==> src/rtl/nvm_snn_pkg.sv <==
`default_nettype none
// +----------------------------------------------------------------------------+
// | Module   : nvm_snn_pkg                                                     |
// | Brief    : Shared types and constants for the NVM synapse Wishbone master. |
// | Revision : 1.0 - initial release                                           |
// +----------------------------------------------------------------------------+
package nvm_snn_pkg;

    typedef enum logic [2:0] {
        S_IDLE  = 3'd0,
        S_FETCH = 3'd1,
        S_REQ   = 3'd2,
        S_RESP  = 3'd3,
        S_NEXT  = 3'd4,
        S_DONE  = 3'd5
    } state_t;

    localparam logic [31:0] C_ADDR_STEP = 32'h0000_0004;
    localparam logic [15:0] C_TMO_CYC   = 16'd1023;
    localparam logic [31:0] C_SYN_BASE  = 32'h3000_000C;
    localparam logic [3:0]  C_SEL_ALL   = 4'hF;

endpackage
`default_nettype wire

==> src/rtl/nvm_wb_beat.sv <==
`default_nettype none
// +----------------------------------------------------------------------------+
// | Module   : nvm_wb_beat                                                     |
// | Brief    : One classic single Wishbone cycle; optional ack timeout via     |
// |            WB_TIMEOUT_EN.                                                  |
// | Revision : 1.0 - initial release                                           |
// +----------------------------------------------------------------------------+
module nvm_wb_beat
    import nvm_snn_pkg::*;
#(
    parameter logic [15:0] TMO_CYC = C_TMO_CYC
) (
    input  logic       clk_i,
    input  logic       rst_ni,
    input  logic       start_i,
    input  logic       we_i,
    input  logic       wb_ack_i,
    output logic       cyc_o,
    output logic       we_o,
    output logic [3:0] sel_o,
    output logic       ack_o,
    output logic       tmo_o
);

    logic       cyc_q;
    logic       we_q;
    logic [3:0] sel_q;

    // An ack is only meaningful while our cycle is open, including its first clock.
    assign ack_o = cyc_q & wb_ack_i;

`ifdef WB_TIMEOUT_EN
    logic [15:0] tmo_cnt_q;

    assign tmo_o = cyc_q & ~wb_ack_i & (tmo_cnt_q == (TMO_CYC - 16'd1));

    always_ff @(posedge clk_i or negedge rst_ni) begin
        if (!rst_ni) begin
            tmo_cnt_q <= 16'd0;
        end else if (start_i) begin
            tmo_cnt_q <= 16'd0;
        end else if (cyc_q) begin
            tmo_cnt_q <= tmo_cnt_q + 16'd1;
        end
    end
`else
    logic w_unused_tmo;

    assign w_unused_tmo = ^TMO_CYC;
    assign tmo_o        = 1'b0;
`endif

    always_ff @(posedge clk_i or negedge rst_ni) begin
        if (!rst_ni) begin
            cyc_q <= 1'b0;
            we_q  <= 1'b0;
            sel_q <= 4'h0;
        end else if (start_i) begin
            cyc_q <= 1'b1;
            we_q  <= we_i;
            sel_q <= C_SEL_ALL;
        end else if (ack_o || tmo_o) begin
            cyc_q <= 1'b0;
            we_q  <= 1'b0;
            sel_q <= 4'h0;
        end
    end

    assign cyc_o = cyc_q;
    assign we_o  = we_q;
    assign sel_o = sel_q;

endmodule
`default_nettype wire

==> src/rtl/nvm_synapse_wb_master.sv <==
`default_nettype none
// +----------------------------------------------------------------------------+
// | Module   : nvm_synapse_wb_master                                           |
// | Brief    : Burst Wishbone initiator for the NVM synapse matrix; optional   |
// |            ack timeout via WB_TIMEOUT_EN.                                  |
// | Revision : 1.0 - initial release                                           |
// +----------------------------------------------------------------------------+
module nvm_synapse_wb_master
    import nvm_snn_pkg::*;
#(
    parameter int unsigned  LEN_W     = 8,
    parameter logic [31:0]  ADDR_STEP = C_ADDR_STEP,
    parameter logic [15:0]  TMO_CYC   = C_TMO_CYC
) (
    input  logic             wb_clk_i,
    input  logic             wb_rst_n,
    input  logic             cmd_valid,
    output logic             cmd_ready,
    input  logic             cmd_write,
    input  logic [31:0]      cmd_addr,
    input  logic [LEN_W-1:0] cmd_len,
    input  logic             wdat_valid,
    output logic             wdat_ready,
    input  logic [31:0]      wdat,
    output logic             rdat_valid,
    input  logic             rdat_ready,
    output logic [31:0]      rdat,
    output logic             wbm_cyc_o,
    output logic             wbm_stb_o,
    output logic             wbm_we_o,
    output logic [3:0]       wbm_sel_o,
    output logic [31:0]      wbm_adr_o,
    output logic [31:0]      wbm_dat_o,
    input  logic [31:0]      wbm_dat_i,
    input  logic             wbm_ack_i,
    output logic             busy,
    output logic             done,
    output logic             err
);

    state_t           state_q, state_d;
    logic             we_q;
    logic [31:0]      addr_q;
    logic [31:0]      wdat_q;
    logic [31:0]      rdat_q;
    logic [LEN_W-1:0] len_q;
    logic [LEN_W-1:0] cnt_q;
    logic             cmd_ready_q;
    logic             done_q;
    logic             err_q;

    logic             w_cmd_hs;
    logic [LEN_W-1:0] w_cnt_inc;
    logic             w_start;
    logic             w_beat_we;
    logic             w_beat_ack;
    logic             w_beat_tmo;
    logic             w_cyc;

    assign w_cmd_hs  = cmd_valid & cmd_ready_q;
    assign w_cnt_inc = cnt_q + 1'b1;

    always_comb begin
        state_d = state_q;
        case (state_q)
            S_IDLE: begin
                if (w_cmd_hs) begin
                    if (cmd_len == '0)  state_d = S_DONE;
                    else if (cmd_write) state_d = S_FETCH;
                    else                state_d = S_REQ;
                end
            end
            S_FETCH: if (wdat_valid) state_d = S_REQ;
            S_REQ: begin
                if (w_beat_tmo)      state_d = S_DONE;
                else if (w_beat_ack) state_d = we_q ? S_NEXT : S_RESP;
            end
            S_RESP:  if (rdat_ready) state_d = S_NEXT;
            S_NEXT:  state_d = (w_cnt_inc == len_q) ? S_DONE : (we_q ? S_FETCH : S_REQ);
            S_DONE:  state_d = S_IDLE;
            default: state_d = S_IDLE;
        endcase
    end

    // Opening the bus cycle on the same edge that enters REQ keeps cyc aligned with the state.
    assign w_start   = (state_d == S_REQ) && (state_q != S_REQ);
    assign w_beat_we = (state_q == S_IDLE) ? cmd_write : we_q;

    always_ff @(posedge wb_clk_i or negedge wb_rst_n) begin
        if (!wb_rst_n) begin
            state_q     <= S_IDLE;
            we_q        <= 1'b0;
            addr_q      <= 32'd0;
            wdat_q      <= 32'd0;
            rdat_q      <= 32'd0;
            len_q       <= '0;
            cnt_q       <= '0;
            cmd_ready_q <= 1'b0;
            done_q      <= 1'b0;
            err_q       <= 1'b0;
        end else begin
            state_q     <= state_d;
            cmd_ready_q <= (state_d == S_IDLE);
            done_q      <= (state_q == S_DONE);
            case (state_q)
                S_IDLE: begin
                    if (w_cmd_hs) begin
                        we_q   <= cmd_write;
                        addr_q <= cmd_addr;
                        len_q  <= cmd_len;
                        cnt_q  <= '0;
                        err_q  <= 1'b0;
                    end
                end
                S_FETCH: if (wdat_valid) wdat_q <= wdat;
                S_REQ: begin
                    if (w_beat_ack && !we_q) rdat_q <= wbm_dat_i;
                    if (w_beat_tmo)          err_q  <= 1'b1;
                end
                S_NEXT: begin
                    addr_q <= addr_q + ADDR_STEP;
                    cnt_q  <= w_cnt_inc;
                end
                default: ;
            endcase
        end
    end

    nvm_wb_beat #(
        .TMO_CYC (TMO_CYC)
    ) u_beat (
        .clk_i    (wb_clk_i),
        .rst_ni   (wb_rst_n),
        .start_i  (w_start),
        .we_i     (w_beat_we),
        .wb_ack_i (wbm_ack_i),
        .cyc_o    (w_cyc),
        .we_o     (wbm_we_o),
        .sel_o    (wbm_sel_o),
        .ack_o    (w_beat_ack),
        .tmo_o    (w_beat_tmo)
    );

    assign cmd_ready  = cmd_ready_q;
    assign wdat_ready = (state_q == S_FETCH);
    assign rdat_valid = (state_q == S_RESP);
    assign rdat       = rdat_q;
    assign wbm_cyc_o  = w_cyc;
    assign wbm_stb_o  = w_cyc;
    assign wbm_adr_o  = addr_q;
    assign wbm_dat_o  = wdat_q;
    assign busy       = (state_q != S_IDLE);
    assign done       = done_q;
    assign err        = err_q;

endmodule
`default_nettype wire

==> config.mk <==
export PLATFORM = sky130hd
export DESIGN_NAME = nvm_synapse_wb_master
export DESIGN_NICKNAME = d
export VERILOG_FILES = /design/src/rtl/nvm_snn_pkg.sv /design/src/rtl/nvm_wb_beat.sv /design/src/rtl/nvm_synapse_wb_master.sv
export SDC_FILE = /design/constraint.sdc
export NUM_CORES = 1
export LEC_CHECK = 0
export CAP_MARGIN = 10
export CELL_PAD_IN_SITES_DETAIL_PLACEMENT = 1
export CELL_PAD_IN_SITES_GLOBAL_PLACEMENT = 2
export CORE_MARGIN = 2
export CORE_UTILIZATION = 28
export DETAILED_ROUTE_END_ITERATION = 16
export GPL_ROUTABILITY_DRIVEN = 0
export PLACE_DENSITY_LB_ADDON = 0.1
export SYNTH_ARGS = -nofsm -noshare
export SYNTH_HDL_FRONTEND = slang
export SYNTH_SLANG_ARGS = --single-unit
==> constraint.sdc <==
create_clock -name wb_clk_i -period 6.6 [get_ports wb_clk_i]
set_clock_uncertainty 0.1 [all_clocks]
set_input_delay 1.98 -clock wb_clk_i [delete_from_list [all_inputs] [get_ports wb_clk_i]]
set_output_delay 1.98 -clock wb_clk_i [all_outputs]
set_load 0.01 [all_outputs]
==> reports/metrics.cfg, run 1 <==
[routing]
routed_wl_mm=17.50
postRouteAntennaNets=0
first_pass_iters=4
first_iter_violations=215
vias=4799
wl_per_cell_um=17.55
via_per_inst=4.813
drc=0

[logic_synthesis]
yosysWarnings=0
mappedNetlistNets=618
synth-edff-count=0
yosysSeqAreaShare_pct=54.83
ys_types=53
synth.avg_cell_area_sq_um=10.84
synth-seq-cells=120
syn_area_sq_um=5477
synthArstFlopShare_pct=100.0
syn_inst=505
synth-main-ff-cell=dfrtp_1

[clock_network]
clock-root-buffer=clkbuf_16
cts_buffers=17
h-tree-depth=4
clk_pin_slew_worst_paths_ns=0.06
clk_path_buf_depth=2
cts_hold_buf=0
post_cts_buffers=0
tritoncts=yes
cts.sinks=120
cts-resized-gates=0
clk_latency_ns=0.41

[global_route]
grt_use_total_pct=17.33
gr-total-overflow=0
grt_max_degree=69
grt_pass1_vias=5085
antenna_found_initial=1
grt_pass1_wl_mm=27.68

[cells_and_area]
regArea_sq_um=3003
final_common_cell=clkdlybuf4s50_1
area_delta_synth_final_pct=55.33
multi_input_area_sq_um=2301
fillCellCount=2110
layout.nets=833
final_area_sq_um=8507
num_antenna_cells=0
drive_gt1_share_pct=15.44
layout_common_cells=217 x clkdlybuf4s50_1, 120 x dfrtp_1, 75 x nand2_1
instances_no_fill=997
fin_util_pct=44.00

[placed_design]
dpl_cell_area_sq_um=7905
dp_cells=966
dp_hpwl_mm=12.68
port_buffers=218

[job]
maxCapViolCount=0

[worst_setup_path]
worstReg2RegStart=state_q[1]
path_class=flop to primary output
cp-end-kind=primary output
required_ns=4.52
start_kind=flop
arrival_ns=2.05
critPathMaxStageDelay_ns=0.55
slowest_stage=nor3_1
crit_path_cell_trace=nor3_1 -> inv_1 -> clkdlybuf4s50_1
crit_path_start=state_q[1]
worst-path-max-fanout=11
cp_num_buf_inv=2
crit_family=buffers and inverters

[power_and_ir_drop]
p_leak_nw=3.470
powerDensity_nw_per_um2=458.7
vdd_drop_max_mv=0.1817

[floorplanning]
row_count=51
ios=220
die_y_um=143.9
chipWidth_um=143.9
fp.coreArea_sq_um=19330
dieArea_sq_um=20690
start_util_pct=28.32

[timing]
period_needed_ns=4.135
tns_ns=0
rsz0062_at_grt=false
tightest_slew_ns=0.9329
drv_slew=0
relSlewSlack_pct=37.81
hold_viol=0
post-route-period-util_pct=62.65
max_freq_mhz=241.8
setup_viol=0

[worst_hold_path]
min_path_type=flop to flop
min_from=len_q[1]

[run_status]
status=completed

-- final timing paths --
| kind | end | slack, ns | depth (start not counted) |
|---|---|---|---|
| min in group asynchronous | wbm_adr_o[7] | 1.61 | 1 |
| worst max register to register | wbm_adr_o[27] | 3.86 | 7 |
| worst min register to register | len_q[1] | 0.40 | 2 |
| worst max-delay path | busy | 2.47 | 3 |
| worst min-delay path | len_q[1] | 0.40 | 2 |
| max in group asynchronous | wbm_adr_o[30] | 3.56 | 2 |
-- sequential cells by signal (all words and copies together), names as in the netlist, 3 cells and up --
register   count
rdat          32
wbm_adr_o     32
wbm_dat_o     32
cnt_q          8
len_q          8
state_q        3
-- report_power, final --
part           internal, W  leakage (nW)  switching (W)
clock             0.000612         0.294       0.000325
sequential         0.00107          1.47       0.000285
combinational     0.000929          1.70       0.000679
total              0.00261          3.47        0.00129
-- per-layer routing --
metal	up-vias	GRT usage (%)	routed length, um
met5	-	0	10
met2	133	28.85	8723
li1	2239	-	-
met4	2	4.076	150
met3	14	6.298	1124
met1	2411	21.48	7491
-- synthesized netlist by cell type (all sizes together), types with 6 or more instances --
cell type / count / area [sq um]
o211ai: 9 / 67.56
xor2: 6 / 52.55
inv: 12 / 45.04
nor2: 40 / 160.2
clkbuf: 9 / 33.78
o21ai: 25 / 125.1
nand3: 22 / 122.6
mux2: 64 / 720.7
nand4: 8 / 56.30
o311ai: 7 / 61.31
dfrtp: 120 / 3003
buf: 19 / 106.4
a211oi: 6 / 50.05
a21oi: 15 / 75.07
nand2: 75 / 281.5
nor3: 15 / 85.08
-- metrics by stage --
| step | worst slack (ns) | total power, W | hold WS (ns) |
|---|---|---|---|
| 2_1_floorplan | 3.266 | 0.002080 | 0.3568 |
| 3_3_place_gp | 2.451 | 0.002952 | 0.3833 |
| 3_5_place_dp | 2.393 | 0.003004 | 0.3785 |
| 4_1_cts | 2.418 | 0.003977 | 0.3981 |
| 5_1_grt | 2.354 | 0.004179 | 0.4210 |
| 6_report | 2.465 | 0.003903 | 0.3990 |
-- logic make-up (layout without fill, tap and decap cells) --
group / Yosys count / in the layout / share of synthesized area, %
multiplexers: 66 / 66 / 13.53
AO/OA/AOI/OAI: 88 / 88 / 10.67
adder cells (fa/ha/maj): 2 / 2 / 0.4569
AND/OR/NAND/NOR: 176 / 176 / 14.90
XOR/XNOR: 12 / 12 / 2.170
buffers and inverters: 40 / 267 / 3.381
other: 1 / 1 / 0.06847
flip-flops: 120 / 120 / 54.83
-- worst register-to-register path, delay by kind of cell, from the launching register on --
family                 cells  cell delay [ns]
buffers and inverters      1             0.39
AOI/OAI and AO/OA          2             0.46
and+or+nand+nor            4             1.19
DFF                        1             0.49
-- layout make-up --
| type | instances | share of cell area (%) |
|---|---|---|
| inverters | 12 | 0.5295 |
| repair buffers | 224 | 26.15 |
| clock inverters | 7 | 1.059 |
| multi-input cells | 345 | 27.05 |
| clock buffers | 24 | 6.016 |
| flip-flops and latches | 120 | 35.30 |
| well taps | 265 | 3.898 |
Power figures use the tool's default switching activity.
==> run 2: changes to the inputs <==
- CORE_UTILIZATION: 28 -> 26
- clock period: 6.6 -> 3.9 ns (I/O delays scaled with it)
==> run 2 against run 1 <==
Critical path depth stayed put. Hold slack worse by 0.017 ns. Final cell count is 1.3% higher. Routed wire length is 0.26% higher. Critical path type unchanged. Critical endpoint unchanged. Highest routed layer is now met4.
==> reports/metrics.cfg, run 2 (synthesis results as in run 1) <==
[run_status]
status=completed

[routing]
wl_met1_mm=7.640  ; +2.0%
highest-signal-layer=met4
wl_met2_mm=8.535  ; -2.2%
drc=0  ; unchanged
via_per_inst=4.724  ; -1.9%
vias=4771  ; -0.58%
first_iter_violations=120  ; -44%
wl_per_cell_um=17.37  ; -1.0%
postRouteAntennaNets=0  ; unchanged
route.met3.wl_mm=1.106  ; -1.6%
routed_wl_mm=17.55  ; +0.26%
first_pass_iters=4  ; unchanged

[timing]
tns_ns=0  ; unchanged
rsz0062_at_grt=false
period_needed_ns=3.336
drv_slew=0  ; unchanged
relSlewSlack_pct=59.79  ; +22 points
setup_viol=0  ; unchanged
max_freq_mhz=299.8
tightest_slew_ns=0.6031  ; -0.3297 ns
post-route-period-util_pct=85.54
hold_viol=0  ; unchanged

[power_and_ir_drop]
powerDensity_nw_per_um2=771.6  ; +68%
p_leak_nw=3.483  ; +0.39%
vdd_drop_max_mv=0.3085  ; +70%

[global_route]
grt_pass1_vias=5056  ; -0.57%
grt_pass1_wl_mm=27.89  ; +0.77%
grt_use_total_pct=16.23  ; -1.1 points
gr-total-overflow=0  ; unchanged
antenna_found_initial=0  ; -1
grt_max_degree=56  ; -19%

[clock_network]
cts_hold_buf=0  ; unchanged
clk_path_buf_depth=2  ; unchanged
post_cts_buffers=0  ; unchanged
clk_latency_ns=0.42  ; about the same
tritoncts=yes
cts_buffers=17  ; unchanged
cts.sinks=120  ; unchanged
h-tree-depth=4  ; unchanged
clock-root-buffer=clkbuf_16
cts-resized-gates=0  ; unchanged
clk_pin_slew_worst_paths_ns=0.06  ; about the same

[placed_design]
dp_cells=979  ; +1.3%
dp_hpwl_mm=12.80  ; +0.94%
port_buffers=218  ; unchanged

[worst_setup_path]
start_kind=flop
cp-end-kind=primary output
path_class=flop to primary output
arrival_ns=2.07  ; +0.02 ns
required_ns=2.63  ; -1.89 ns
reg2reg_depth=6  ; -1
worst-path-max-fanout=11  ; unchanged

[cells_and_area]
final_common_cell=clkdlybuf4s50_1
layout.nets=836  ; +0.36%
instances_no_fill=1010  ; +1.3%
area_delta_synth_final_pct=56.16
num_antenna_cells=0  ; unchanged
fillCellCount=2315  ; +9.7%
layout_common_cells=217 x clkdlybuf4s50_1, 120 x dfrtp_1, 75 x nand2_1
drive_gt1_share_pct=15.92  ; +0.48 points

[floorplanning]
chipWidth_um=149.1  ; +3.7%
die_y_um=149.1  ; +3.7%
fp.coreArea_sq_um=20820  ; +7.7%
dieArea_sq_um=22240  ; +7.5%
start_util_pct=26.30  ; -2.0 points
row_count=53  ; +3.9%
ios=220  ; unchanged

[job]
maxCapViolCount=0  ; unchanged

[worst_hold_path]
holdPathStages=2  ; unchanged
min_path_type=flop to flop

[run 2: worst paths after layout]
path / start / end / slack (ns)
worst min-delay path: wbm_adr_o[0] / wbm_adr_o[0] / 0.38
worst min register to register: wbm_adr_o[0] / wbm_adr_o[0] / 0.38
min in group asynchronous: wb_rst_n / wbm_adr_o[12] / 0.65
worst max register to register: state_q[1] / wbm_adr_o[21] / 1.37
max in group asynchronous: wb_rst_n / rdat[22] / 2.29
worst max-delay path: state_q[1] / busy / 0.56
[run 2: cell type report]
type	instances	area (sq um)	area share [%]
sequential	120	3003	35.11
multi-input combinational	345	2301	26.91
timing repair buffer	227	2272	26.57
clock buffer	18	439.2	5.135
tap	275	344.1	4.023
clock inverter	13	147.6	1.726
inverter	12	45.04	0.5267
[run 2: worst max-delay path: stages, from the launching register on]
cell and delay, ns:
dfrtp_1 0.49, nor3_1 0.55, inv_1 0.08, clkdlybuf4s50_1 0.53
[run 2: where the power goes]
part           internal, W  switching [W]
clock network     0.000960       0.000600
logic              0.00159        0.00116
registers          0.00181       0.000473
total              0.00436        0.00224
[run 2: through the flow]
step	util [%]	instance area (sq um)	setup slack, ns	total power (W)	hold WS [ns]
6_report	41.07	8552	0.5639	0.006598	0.3816
5_1_grt	41.07	8552	0.4271	0.007049	0.4220
4_1_cts	41.07	8552	0.5140	0.006718	0.3818
3_5_place_dp	38.25	7965	0.5293	0.005103	0.3674
3_3_place_gp	38.25	7965	0.5906	0.005026	0.3793
2_1_floorplan	-	5477	1.376	0.003520	0.3568
[run 2: layer usage]
layer / GRT usage, % / up-vias
met5: 0 / -
met4: 5.857 / 0
met3: 5.260 / 14
met2: 26.45 / 135
met1: 20.19 / 2384
li1: - / 2238
==> run 3: changes to the inputs <==
- CORE_MARGIN: 2 -> 1
==> run 3 against run 2 <==
Count of clock-buffer cells in the layout unchanged. Setup slack improved by 0.026 ns. Global-route usage grew 0.51 points. Largest power group unchanged. Register-to-register slack worse by 0.03 ns. Maximum frequency is 0.78% higher. Clock power is 12% higher. Via count fell by 0.50%. First-iteration DRC count increased by 33%. Critical endpoint unchanged. Die area down 2.7%.
==> reports/metrics.cfg, run 3 (synthesis results as in run 1) <==
[floorplanning]
row_count=52  ; -1.9%
die_y_um=147.1  ; -1.3%
start_util_pct=26.81  ; +0.51 points
fp.coreArea_sq_um=20430  ; -1.9%
dieArea_sq_um=21650  ; -2.7%
ios=220  ; unchanged
chipWidth_um=147.1  ; -1.3%

[global_route]
gr-total-overflow=0  ; unchanged
use_met3_pct=5.124  ; -0.14 points
grt_pass1_wl_mm=28.16  ; +0.96%
use_met2_pct=27.10  ; +0.65 points
grt_max_degree=121  ; +120%
grt_pass1_vias=5124  ; +1.3%
grt_use_met1_pct=21.05  ; +0.86 points
grt_most_used_layer=met2
grt_use_total_pct=16.74  ; +0.51 points
antenna_found_initial=0  ; unchanged

[placed_design]
dpl_cell_area_sq_um=7959  ; about the same
port_buffers=218  ; unchanged
dp_hpwl_mm=12.51  ; -2.3%

[routing]
vias=4747  ; -0.50%
wl_per_cell_um=17.29  ; -0.46%
drc=0  ; unchanged
first_iter_violations=160  ; +33%
routed_wl_mm=17.40  ; -0.85%
first_pass_iters=4  ; unchanged
via_per_inst=4.719  ; -0.11%
postRouteAntennaNets=0  ; unchanged

[worst_hold_path]
holdPathStages=2  ; unchanged
holdPathEnd=len_q[0]
min_from=len_q[0]
min_path_type=flop to flop

[cells_and_area]
layout.nets=836  ; unchanged
layout_common_cells=217 x clkdlybuf4s50_1, 120 x dfrtp_1, 75 x nand2_1
final_common_cell=clkdlybuf4s50_1
num_antenna_cells=0  ; unchanged
fillCellCount=2248  ; -2.9%
drive_gt1_share_pct=15.90  ; -0.022 points
fin_util_pct=42.15  ; +1.1 points
final_area_sq_um=8611  ; +0.69%
area_delta_synth_final_pct=57.23

[power_and_ir_drop]
p_leak_nw=3.508  ; +0.71%
pwr-share-clk_pct=25.8  ; +2.2 points
switching_share_pct=33.04  ; -0.88 points
p_switching_w=0.002240  ; about the same
p_int_w=0.004539  ; +4.1%
power_frac_seq_pct=34.1  ; -0.6 points
powerDensity_nw_per_um2=787.3  ; +2.0%
pwr-share-comb_pct=40.2  ; -1.5 points
vdd_drop_max_mv=0.3099  ; +0.44%

[clock_network]
cts_buffers=17  ; unchanged
tritoncts=yes
post_cts_buffers=0  ; unchanged
cts.sinks=120  ; unchanged
clk_path_buf_depth=2  ; unchanged
clk_latency_ns=0.42  ; about the same
h-tree-depth=4  ; unchanged
cts-resized-gates=0  ; unchanged
clock-root-buffer=clkbuf_16
cts_hold_buf=0  ; unchanged
clk_pin_slew_worst_paths_ns=0.06  ; about the same

[timing]
tightest_slew_ns=0.7691  ; +0.1660 ns
drv_slew=0  ; unchanged
tns_ns=0  ; unchanged
post-route-period-util_pct=84.88  ; -0.66 points
setup_viol=0  ; unchanged
max_freq_mhz=302.1  ; +0.78%
hold_viol=0  ; unchanged
rsz0062_at_grt=false
period_needed_ns=3.310  ; -0.02592 ns
relSlewSlack_pct=48.73  ; -11 points

[worst_setup_path]
arrival_ns=2.04  ; -0.03 ns
worstReg2RegStart=state_q[1]
r2r_end=u_beat.we_o
reg2reg_slack_ns=1.34  ; -0.03 ns
cp-end-kind=primary output
reg2reg_depth=6  ; unchanged
worst-path-max-fanout=11  ; unchanged
start_kind=flop
required_ns=2.63  ; about the same
path_class=flop to primary output

[run_status]
status=completed

[job]
maxCapViolCount=0  ; unchanged

==> run 3: cell count changes in the layout (fill, tap and decap cells not counted), sizes merged <==
cell,before,now
bufinv,2,5
clkinv,8,6
clkinvlp,1,2
inv,14,13
==> run 3: layer usage <==
| layer | wire length, um | share of wire (%) |
|---|---|---|
| met1 | 7644 | 44 |
| met2 | 8260 | 47 |
| met3 | 1216 | 7.0 |
| met4 | 274 | 1.6 |
| met5 | 0 | 0 |
==> run 3: critical path: stages (launching register included) <==
cell and delay, ns:
dfrtp_1 0.49, nor3_1 0.54, inv_1 0.09, clkdlybuf4s50_1 0.51
==> run 3: area by class of cell <==
type                       instances  area (sq um)  area share [%]
clock buffer                      18         429.2           4.984
clock inverter                    14         222.7           2.586
inverter                          12         45.04          0.5231
multi-input combinational        345          2301           26.72
sequential                       120          3003           34.87
tap                              270         337.8           3.923
timing repair buffer             227          2272           26.39
==> run 3: per-stage QoR <==
stage / total power, W / worst slack [ns] / std cells / hold WS (ns)
after floorplan: 0.003520 / 1.376 / 505 / 0.3568
after global placement: 0.005019 / 0.6524 / 974 / 0.3716
after detailed placement: 0.005103 / 0.6237 / 974 / 0.3878
after CTS: 0.006892 / 0.5182 / 1006 / 0.4042
after global routing: 0.007197 / 0.4251 / 1006 / 0.4104
final: 0.006779 / 0.5898 / 1006 / 0.3974
==> run 3: worst max path at each step <==
stage / from / endpoint / slack, ns / depth (start not counted)
2_1_floorplan: cmd_len[1] / u_beat.sel_o[2] / 1.38 / 6
3_3_place_gp: cmd_len[1] / u_beat.sel_o[2] / 0.65 / 7
3_5_place_dp: cmd_len[1] / u_beat.sel_o[2] / 0.62 / 7
4_1_cts: state_q[1] / busy / 0.52 / 3
5_1_grt: state_q[1] / busy / 0.43 / 3
6_report: state_q[1] / busy / 0.59 / 3
==> run 3: power by group through the flow <==
| stage | sequential [W] | clock, W | combinational (W) |
|---|---|---|---|
| global route | 0.00240 | 0.00184 | 0.00295 |
| global placement | 0.00230 | 0 | 0.00272 |
| floorplan | 0.00244 | 0 | 0.00108 |
| CTS | 0.00232 | 0.00179 | 0.00278 |
| detailed placement | 0.00233 | 0 | 0.00277 |
| finish | 0.00231 | 0.00175 | 0.00272 |
